[src/rtl/tag_way_array_pkg.sv]
// Shared types for the lc3b L1 tag store: tag/set/way index types and the
// flush sweep state encoding.
package tag_way_array_pkg;

  localparam int unsigned LC3B_TAG_W = 8;
  localparam int unsigned LC3B_SETS  = 16;
  localparam int unsigned LC3B_WAYS  = 2;

  typedef logic [LC3B_TAG_W-1:0]         lc3b_tag;
  typedef logic [$clog2(LC3B_SETS)-1:0]  lc3b_set;
  typedef logic [$clog2(LC3B_WAYS)-1:0]  way_idx_t;

  typedef enum logic {IDLE, SWEEP} flush_state_e;

  // Index width for a count of n items, never narrower than one bit.
  function automatic int unsigned idx_w(int unsigned n);
    return (n > 1) ? $clog2(n) : 1;
  endfunction

endpackage

[src/rtl/tag_way_array_plru.sv]
// Pseudo-LRU tree helper. Nodes are heap-ordered (root 0, children 2n+1 and
// 2n+2); a node bit of 0 steers the victim into the lower half, 1 the upper.
// Purely combinational: the per-set bits live in the tag array.
module plru_tree #(
  parameter int WAYS = 2,
  localparam int WW  = $clog2(WAYS)
) (
  input  logic [WAYS-2:0] tree_i,
  input  logic [WW-1:0]   touch_way_i,
  output logic [WW-1:0]   victim_o,
  output logic [WAYS-2:0] tree_o
);

  int   node;
  int   tnode;
  logic b;

  // Walk from the root following node bits; each bit taken is one victim bit.
  always_comb begin
    victim_o = '0;
    node     = 0;
    b        = 1'b0;
    for (int d = 0; d < WW; d++) begin
      b = 1'b0;
      for (int n = 0; n < WAYS-1; n++)
        if (n == node) b = tree_i[n];
      victim_o[WW-1-d] = b;
      node = 2*node + 1 + int'(b);
    end
  end

  // Touch: every node on the path to touch_way points to the other subtree.
  always_comb begin
    tree_o = tree_i;
    tnode  = 0;
    for (int d = 0; d < WW; d++) begin
      tnode = (1 << d) - 1 + (int'(touch_way_i) >> (WW - d));
      for (int n = 0; n < WAYS-1; n++)
        if (n == tnode) tree_o[n] = ~touch_way_i[WW-1-d];
    end
  end

endmodule

[src/rtl/tag_way_array.sv]
// N-way, S-set tag store: tags, valid, dirty and a PLRU tree per set, with
// combinational hit detection and a one-set-per-cycle invalidate-all sweep.
module tag_way_array
  import tag_way_array_pkg::*;
#(
  parameter int WAYS  = 2,
  parameter int SETS  = 16,
  parameter int TAG_W = 8,
  localparam int WW   = idx_w(WAYS),
  localparam int SW   = idx_w(SETS)
) (
  input  logic                  clk,
  input  logic                  rst,
  input  logic [SW-1:0]         set,
  input  logic [TAG_W-1:0]      lookup_tag,
  output logic                  hit,
  output logic [WW-1:0]         hit_way,
  output logic [WAYS*TAG_W-1:0] tag_out,
  output logic [WAYS-1:0]       valid_out,
  output logic [WAYS-1:0]       dirty_out,
  output logic [WW-1:0]         lru_way,
  input  logic                  access,
  input  logic                  load,
  input  logic [WW-1:0]         load_way,
  input  logic [TAG_W-1:0]      load_tag,
  input  logic                  load_dirty,
  input  logic                  mark_dirty,
  input  logic                  flush_req,
  output logic                  flush_busy
);

  logic [WAYS-1:0][TAG_W-1:0] tag_q   [SETS];
  logic [WAYS-1:0]            valid_q [SETS];
  logic [WAYS-1:0]            dirty_q [SETS];
  logic [WAYS-2:0]            plru_q  [SETS];

  flush_state_e    state_q, state_d;
  logic [SW-1:0]   cnt_q, cnt_d;
  logic            idle;
  logic [WW-1:0]   touch_way;
  logic            touch_en;
  logic [WAYS-2:0] plru_touched;

  assign idle       = (state_q == IDLE);
  assign flush_busy = ~idle;
  assign tag_out    = tag_q[set];
  assign valid_out  = valid_q[set];
  assign dirty_out  = dirty_q[set];

  // A fill owns the PLRU update; an access only touches when it hits.
  assign touch_way = load ? load_way : hit_way;
  assign touch_en  = idle & (load | (access & hit));

  plru_tree #(.WAYS(WAYS)) u_plru (
    .tree_i      (plru_q[set]),
    .touch_way_i (touch_way),
    .victim_o    (lru_way),
    .tree_o      (plru_touched)
  );

  // Hit detect; descending scan so the lowest matching way wins.
  always_comb begin
    hit     = 1'b0;
    hit_way = '0;
    for (int w = WAYS-1; w >= 0; w--)
      if (valid_q[set][w] && tag_q[set][w] == lookup_tag) begin
        hit     = 1'b1;
        hit_way = WW'(w);
      end
    if (!idle) begin
      hit     = 1'b0;
      hit_way = '0;
    end
  end

  // Sweep FSM next state: one set cleared per cycle, SETS cycles total.
  always_comb begin
    state_d = state_q;
    cnt_d   = cnt_q;
    case (state_q)
      IDLE: if (flush_req) begin
        state_d = SWEEP;
        cnt_d   = '0;
      end
      SWEEP: begin
        cnt_d = cnt_q + 1'b1;
        if (cnt_q == SW'(SETS-1)) begin
          state_d = IDLE;
          cnt_d   = '0;
        end
      end
      default: begin
        state_d = IDLE;
        cnt_d   = '0;
      end
    endcase
  end

  // FSM state register.
  always_ff @(posedge clk or posedge rst) begin
    if (rst) begin
      state_q <= IDLE;
      cnt_q   <= '0;
    end else begin
      state_q <= state_d;
      cnt_q   <= cnt_d;
    end
  end

  // Tag/valid/dirty/PLRU store. mark_dirty is applied after the fill so a
  // same-way fill with load_dirty=0 still ends up dirty.
  always_ff @(posedge clk or posedge rst) begin
    if (rst) begin
      for (int s = 0; s < SETS; s++) begin
        tag_q[s]   <= '0;
        valid_q[s] <= '0;
        dirty_q[s] <= '0;
        plru_q[s]  <= '0;
      end
    end else if (!idle) begin
      valid_q[cnt_q] <= '0;
      dirty_q[cnt_q] <= '0;
      plru_q[cnt_q]  <= '0;
    end else begin
      if (load) begin
        tag_q[set][load_way]   <= load_tag;
        valid_q[set][load_way] <= 1'b1;
        dirty_q[set][load_way] <= load_dirty;
      end
      if (mark_dirty && hit) dirty_q[set][hit_way] <= 1'b1;
      if (touch_en)          plru_q[set]           <= plru_touched;
    end
  end

endmodule

[config.mk]
export PLATFORM = sky130hd
export DESIGN_NAME = tag_way_array
export DESIGN_NICKNAME = d
export VERILOG_FILES = /design/src/rtl/tag_way_array_pkg.sv /design/src/rtl/tag_way_array_plru.sv /design/src/rtl/tag_way_array.sv
export SDC_FILE = /design/constraint.sdc
export NUM_CORES = 1
export LEC_CHECK = 0
export ABC_AREA = 1
export CORE_ASPECT_RATIO = 1.2
export CORE_MARGIN = 1
export CORE_UTILIZATION = 60
export CTS_CLUSTER_DIAMETER = 50
export CTS_CLUSTER_SIZE = 25
export DETAILED_ROUTE_END_ITERATION = 16
export GPL_ROUTABILITY_DRIVEN = 0
export GPL_TIMING_DRIVEN = 0
export PLACE_DENSITY = 0.78
export SLEW_MARGIN = 10
export SYNTH_ARGS = -nofsm -noshare
export SYNTH_HDL_FRONTEND = slang
export SYNTH_SLANG_ARGS = --single-unit
[constraint.sdc]
create_clock -name clk -period 26.7 [get_ports clk]
set_input_delay 5.34 -clock clk [delete_from_list [all_inputs] [get_ports clk]]
set_output_delay 5.34 -clock clk [all_outputs]
set_load 0.02 [all_outputs]
==> metrics.md, run 1 <==
| Metric | Value |
|---|---|
| Status | `finished, final reports clean` |
| Rows | `68` |
| Slew @ Worst Pin | `1.04 ns` |
| Worst R2R Setup Slack | `23.31 ns` |
| Yosys top cell area share | `0.486` |
| VDD IR-drop max | `0.0579 mV` |
| YS warnings | `0` |
| CP endpoint | `hit_way` |
| Port Buf Inserts | `50` |
| Routed length per placed instance | `22.3 um` |
| First-iteration detailed-routing DRC count | `2758` |
| DRT antenna net count | `0` |
| Slowest-stage cell, CP | `clkdlybuf4s50_1` |
| RSZ-0062 raised after global routing | `false` |
| Core area | `28800 um2` |
| Clock transition at path regs | `0.07 ns` |
| Max-capacitance violation count | `0` |
| Gr usage total | `0.464` |
| Post-Syn Nets | `2518` |
| # resized after CTS | `0` |
| Setup violations, final | `0` |
| H-tree levels | `2` |
| Tmin final | `14.95 ns` |
| Initial core utilization | `0.611` |
| Post-route setup TNS | `0 ns` |
| Worst r2r dst | `tag_q[3]` |
| CP Launch Type | `input port` |
| Max incr delay on CP | `0.59 ns` |
| Syn-to-layout area delta | `13.1%` |
| Fillers | `2472` |
| DPL Wire Length | `45600 um` |
| DR top layer | `met5` |
| Type of the most critical hold path | `flip-flop to flip-flop` |
| Final Cycle Share | `0.560` |
| DIE HEIGHT | `189 um` |
| Initial antenna violation count | `3` |
| Num CTS Buffers | `35` |
| Sequential-to-total area share from yosys stat | `0.486` |
| Top post-synthesis cells by area | `dfrtp_1 49%, nand2_1 26%, o21ai_0 9.1%` |
| Die area | `30000 um2` |
| Post-Syn Instances | `2486` |
| Hold Vio Cnt, Final | `0` |
| Cell Count Post-Placement | `2923` |
| Synth Register Bits | `341` |
| Finished Layout Cells | `2988` |
| Slew Limit Fails | `0` |
| EDFF count, synth | `0` |
| Worst setup EP type | `output port` |
| Post-DR vias/cell | `6.19` |
| Synth cell count leaders | `1240 x nand2_1, 341 x dfrtp_1, 321 x o21ai_0` |
| CTS tree | `done` |
| Pint | `1020 uW` |
| Root Buffer | `clkbuf_16` |
| Worst setup startpoint | `set[3]` |
| Dpl cell area | `18600 um2` |
| Post-synthesis async set-or-reset flop share | `1.00` |
| Fmax | `0.0669 GHz` |
| Sw frac | `0.354` |
| Net load switching power | `560 uW` |
| Critical Path RT | `21.36 ns` |
| Critical path fanouts, max | `10` |
| # Post-CTS Setup Buffers | `0` |
| Wire length on met1 | `22800 um` |
| Vias post-DR | `18500` |
| CP arrival | `9.61 ns` |
| CTS Hold Bufs | `0` |
| Vias in the first global route | `17600` |
| Slew headroom | `0.310` |
| Global route overflow | `0` |
| CP dominant cell by count | `nand2_1` |
| Longest Clk Path Bufs | `3` |
| Share of cells above drive strength 1 | `0.0473` |
| FF-to-FF path depth | `5` |
| Fin area | `19900 um2` |
| Routed wl met3 | `8860 um` |
| Syn avg cell area | `7.07 um2` |
| Synth cell types | `29` |
| Final wirelength | `66600 um` |
| DRC violations left | `0` |
| Clock sinks | `341` |
| I/O pin count | `52` |
| R2r startpoint | `flush_busy` |
| Cell Chain, Critical Path | `clkdlybuf4s50_1 > nand2_1 > clkinv_1 > buf_2 > nand2_1 > nand2_1 > nor2_1 > nand2_1 > nor2_1 > nand3_1 > nor2_1 > nand3_1 > buf_4 > inv_1 > clkdlybuf4s50_1` |
| First-pass GRT wire length | `101000 um` |
| Mapped Area | `17600 um2` |
| Die X-Extent | `158 um` |
| Comb power frac | `0.237` |
| Routed wl met2 | `28400 um` |
| Largest net degree at the start of global routing | `123` |
| Power Dens Cells | `79.7 nW/um2` |
| Critical setup path kind | `input port to output port` |
| Setup Skew | `0.0190 ns` |
| Nets | `2607` |
| Count leader, synth | `nand2_1` |
| Clock network power share | `0.339` |
| Pre-antenna DRT Iters | `9` |
| Most used flip-flop cell after synthesis | `dfrtp_1` |
| Clock latency on the worst-skew pair | `0.54 ns` |
| Sequential power share | `0.424` |
| Static Leak | `0.0101 uW` |
| Top cell type by total area after synthesis | `dfrtp_1` |
## routing by layer
metal  GRT usage  vias to the layer above
li1            -                     8066
met1       0.550                     8515
met2       0.679                     1475
met3       0.166                      450
met4       0.366                        2
met5           0                        -
## layout make-up
class | count | area [um2] | share of cell area
Clock buffer | 38 | 940 | 0.0473
Multi-Input combinational cell | 1885 | 7950 | 0.400
Antenna cell | 2 | 5.00 | 0.000252
Buffer | 144 | 648 | 0.0326
Sequential cell | 341 | 8530 | 0.430
Tap cell | 385 | 482 | 0.0243
Inverter | 116 | 443 | 0.0223
Timing Repair Buffer | 52 | 556 | 0.0280
Clock inverter | 25 | 308 | 0.0155
## worst min-delay path by stage
| stage | startpoint | end | slack (ns) | cells past startpoint |
|---|---|---|---|---|
| finish | tag_q[29] | tag_q[29] | 0.49 | 2 |
| global route | tag_q[254] | tag_q[254] | 0.50 | 2 |
| CTS | dirty_q[19] | dirty_q[19] | 0.49 | 2 |
| detailed placement | dirty_q[19] | dirty_q[19] | 0.47 | 2 |
| global placement | dirty_q[11] | dirty_q[11] | 0.46 | 2 |
| floorplan | dirty_q[11] | dirty_q[11] | 0.45 | 2 |
## state kept, by name, summed over array words and instances (netlist names)
| register | cells |
|---|---|
| tag_q | 256 |
| plru_q | 16 |
| cnt_q | 4 |
| dirty_q | 32 |
| valid_q | 32 |
| flush_busy | 1 |
## critical path: cells and delay by family
kind,cells,cell delay (ns)
buffers and inverters,6,2.15
and+or+nand+nor,9,2.10
## logic make-up after synthesis
logic type	Yosys count	share of synthesized area
AO/OA/AOI/OAI	386	0.116
flip-flops	341	0.486
adder cells (fa/ha/maj)	4	0.00285
XOR/XNOR	1	0.000499
buffers and inverters	260	0.0617
AND/OR/NAND/NOR	1494	0.333
## power groups by stage
stage	logic [uW]	clock network [uW]	registers [uW]
floorplan	239	0	658
global placement	336	0	671
detailed placement	348	0	673
CTS	351	534	666
global route	410	556	679
finish	375	537	671
## through the flow
| stage | util | setup slack, ns | power [uW] | hold slack (ns) |
|---|---|---|---|---|
| CTS | 0.690 | 12.18 | 1550 | 0.489 |
| detailed placement | 0.647 | 12.23 | 1020 | 0.472 |
| global route | 0.690 | 11.80 | 1640 | 0.504 |
| finish | 0.691 | 11.75 | 1580 | 0.486 |
| global placement | 0.645 | 7.90 | 1010 | 0.463 |
| floorplan | - | 11.91 | 897 | 0.449 |
## layout by cell type, fill, tap and decap left out, types with 5 or more instances in the layout
| cell type | n |
|---|---|
| inv_8 | 8 |
| clkbuf_1 | 88 |
| buf_2 | 29 |
| inv_2 | 5 |
| nand2_1 | 1240 |
| buf_4 | 15 |
| a22oi_1 | 22 |
| o21bai_1 | 5 |
| dfrtp_1 | 341 |
| a21boi_1 | 10 |
| nand4_1 | 29 |
| inv_1 | 108 |
| nor2_1 | 111 |
| buf_1 | 10 |
| clkdlybuf4s50_1 | 50 |
| o21ai_0 | 321 |
| a21oi_1 | 22 |
| clkbuf_16 | 37 |
| nand3_1 | 104 |
No activity file was read; power rests on OpenSTA's default activity.
==> run 2: changes to the inputs <==
==> constraint.sdc (replaced) <==
create_clock -name clk -period 14 [get_ports clk]
set_input_delay 2.8 -clock clk [delete_from_list [all_inputs] [get_ports clk]]
set_output_delay 2.8 -clock clk [all_outputs]
set_load 0.02 [all_outputs]
==> results of run 2 <==
The final DEF is identical to that of run 1. Status: finished, final reports clean.
Main changes from that run: setup slack after placement 12.23 ns -> 4.61 ns; setup slack after layout 11.75 ns -> 4.13 ns; register-to-register setup slack 23.31 ns -> 10.61 ns; total power 1580 uW -> 3020 uW; worst IR drop on VDD 0.0579 mV -> 0.110 mV
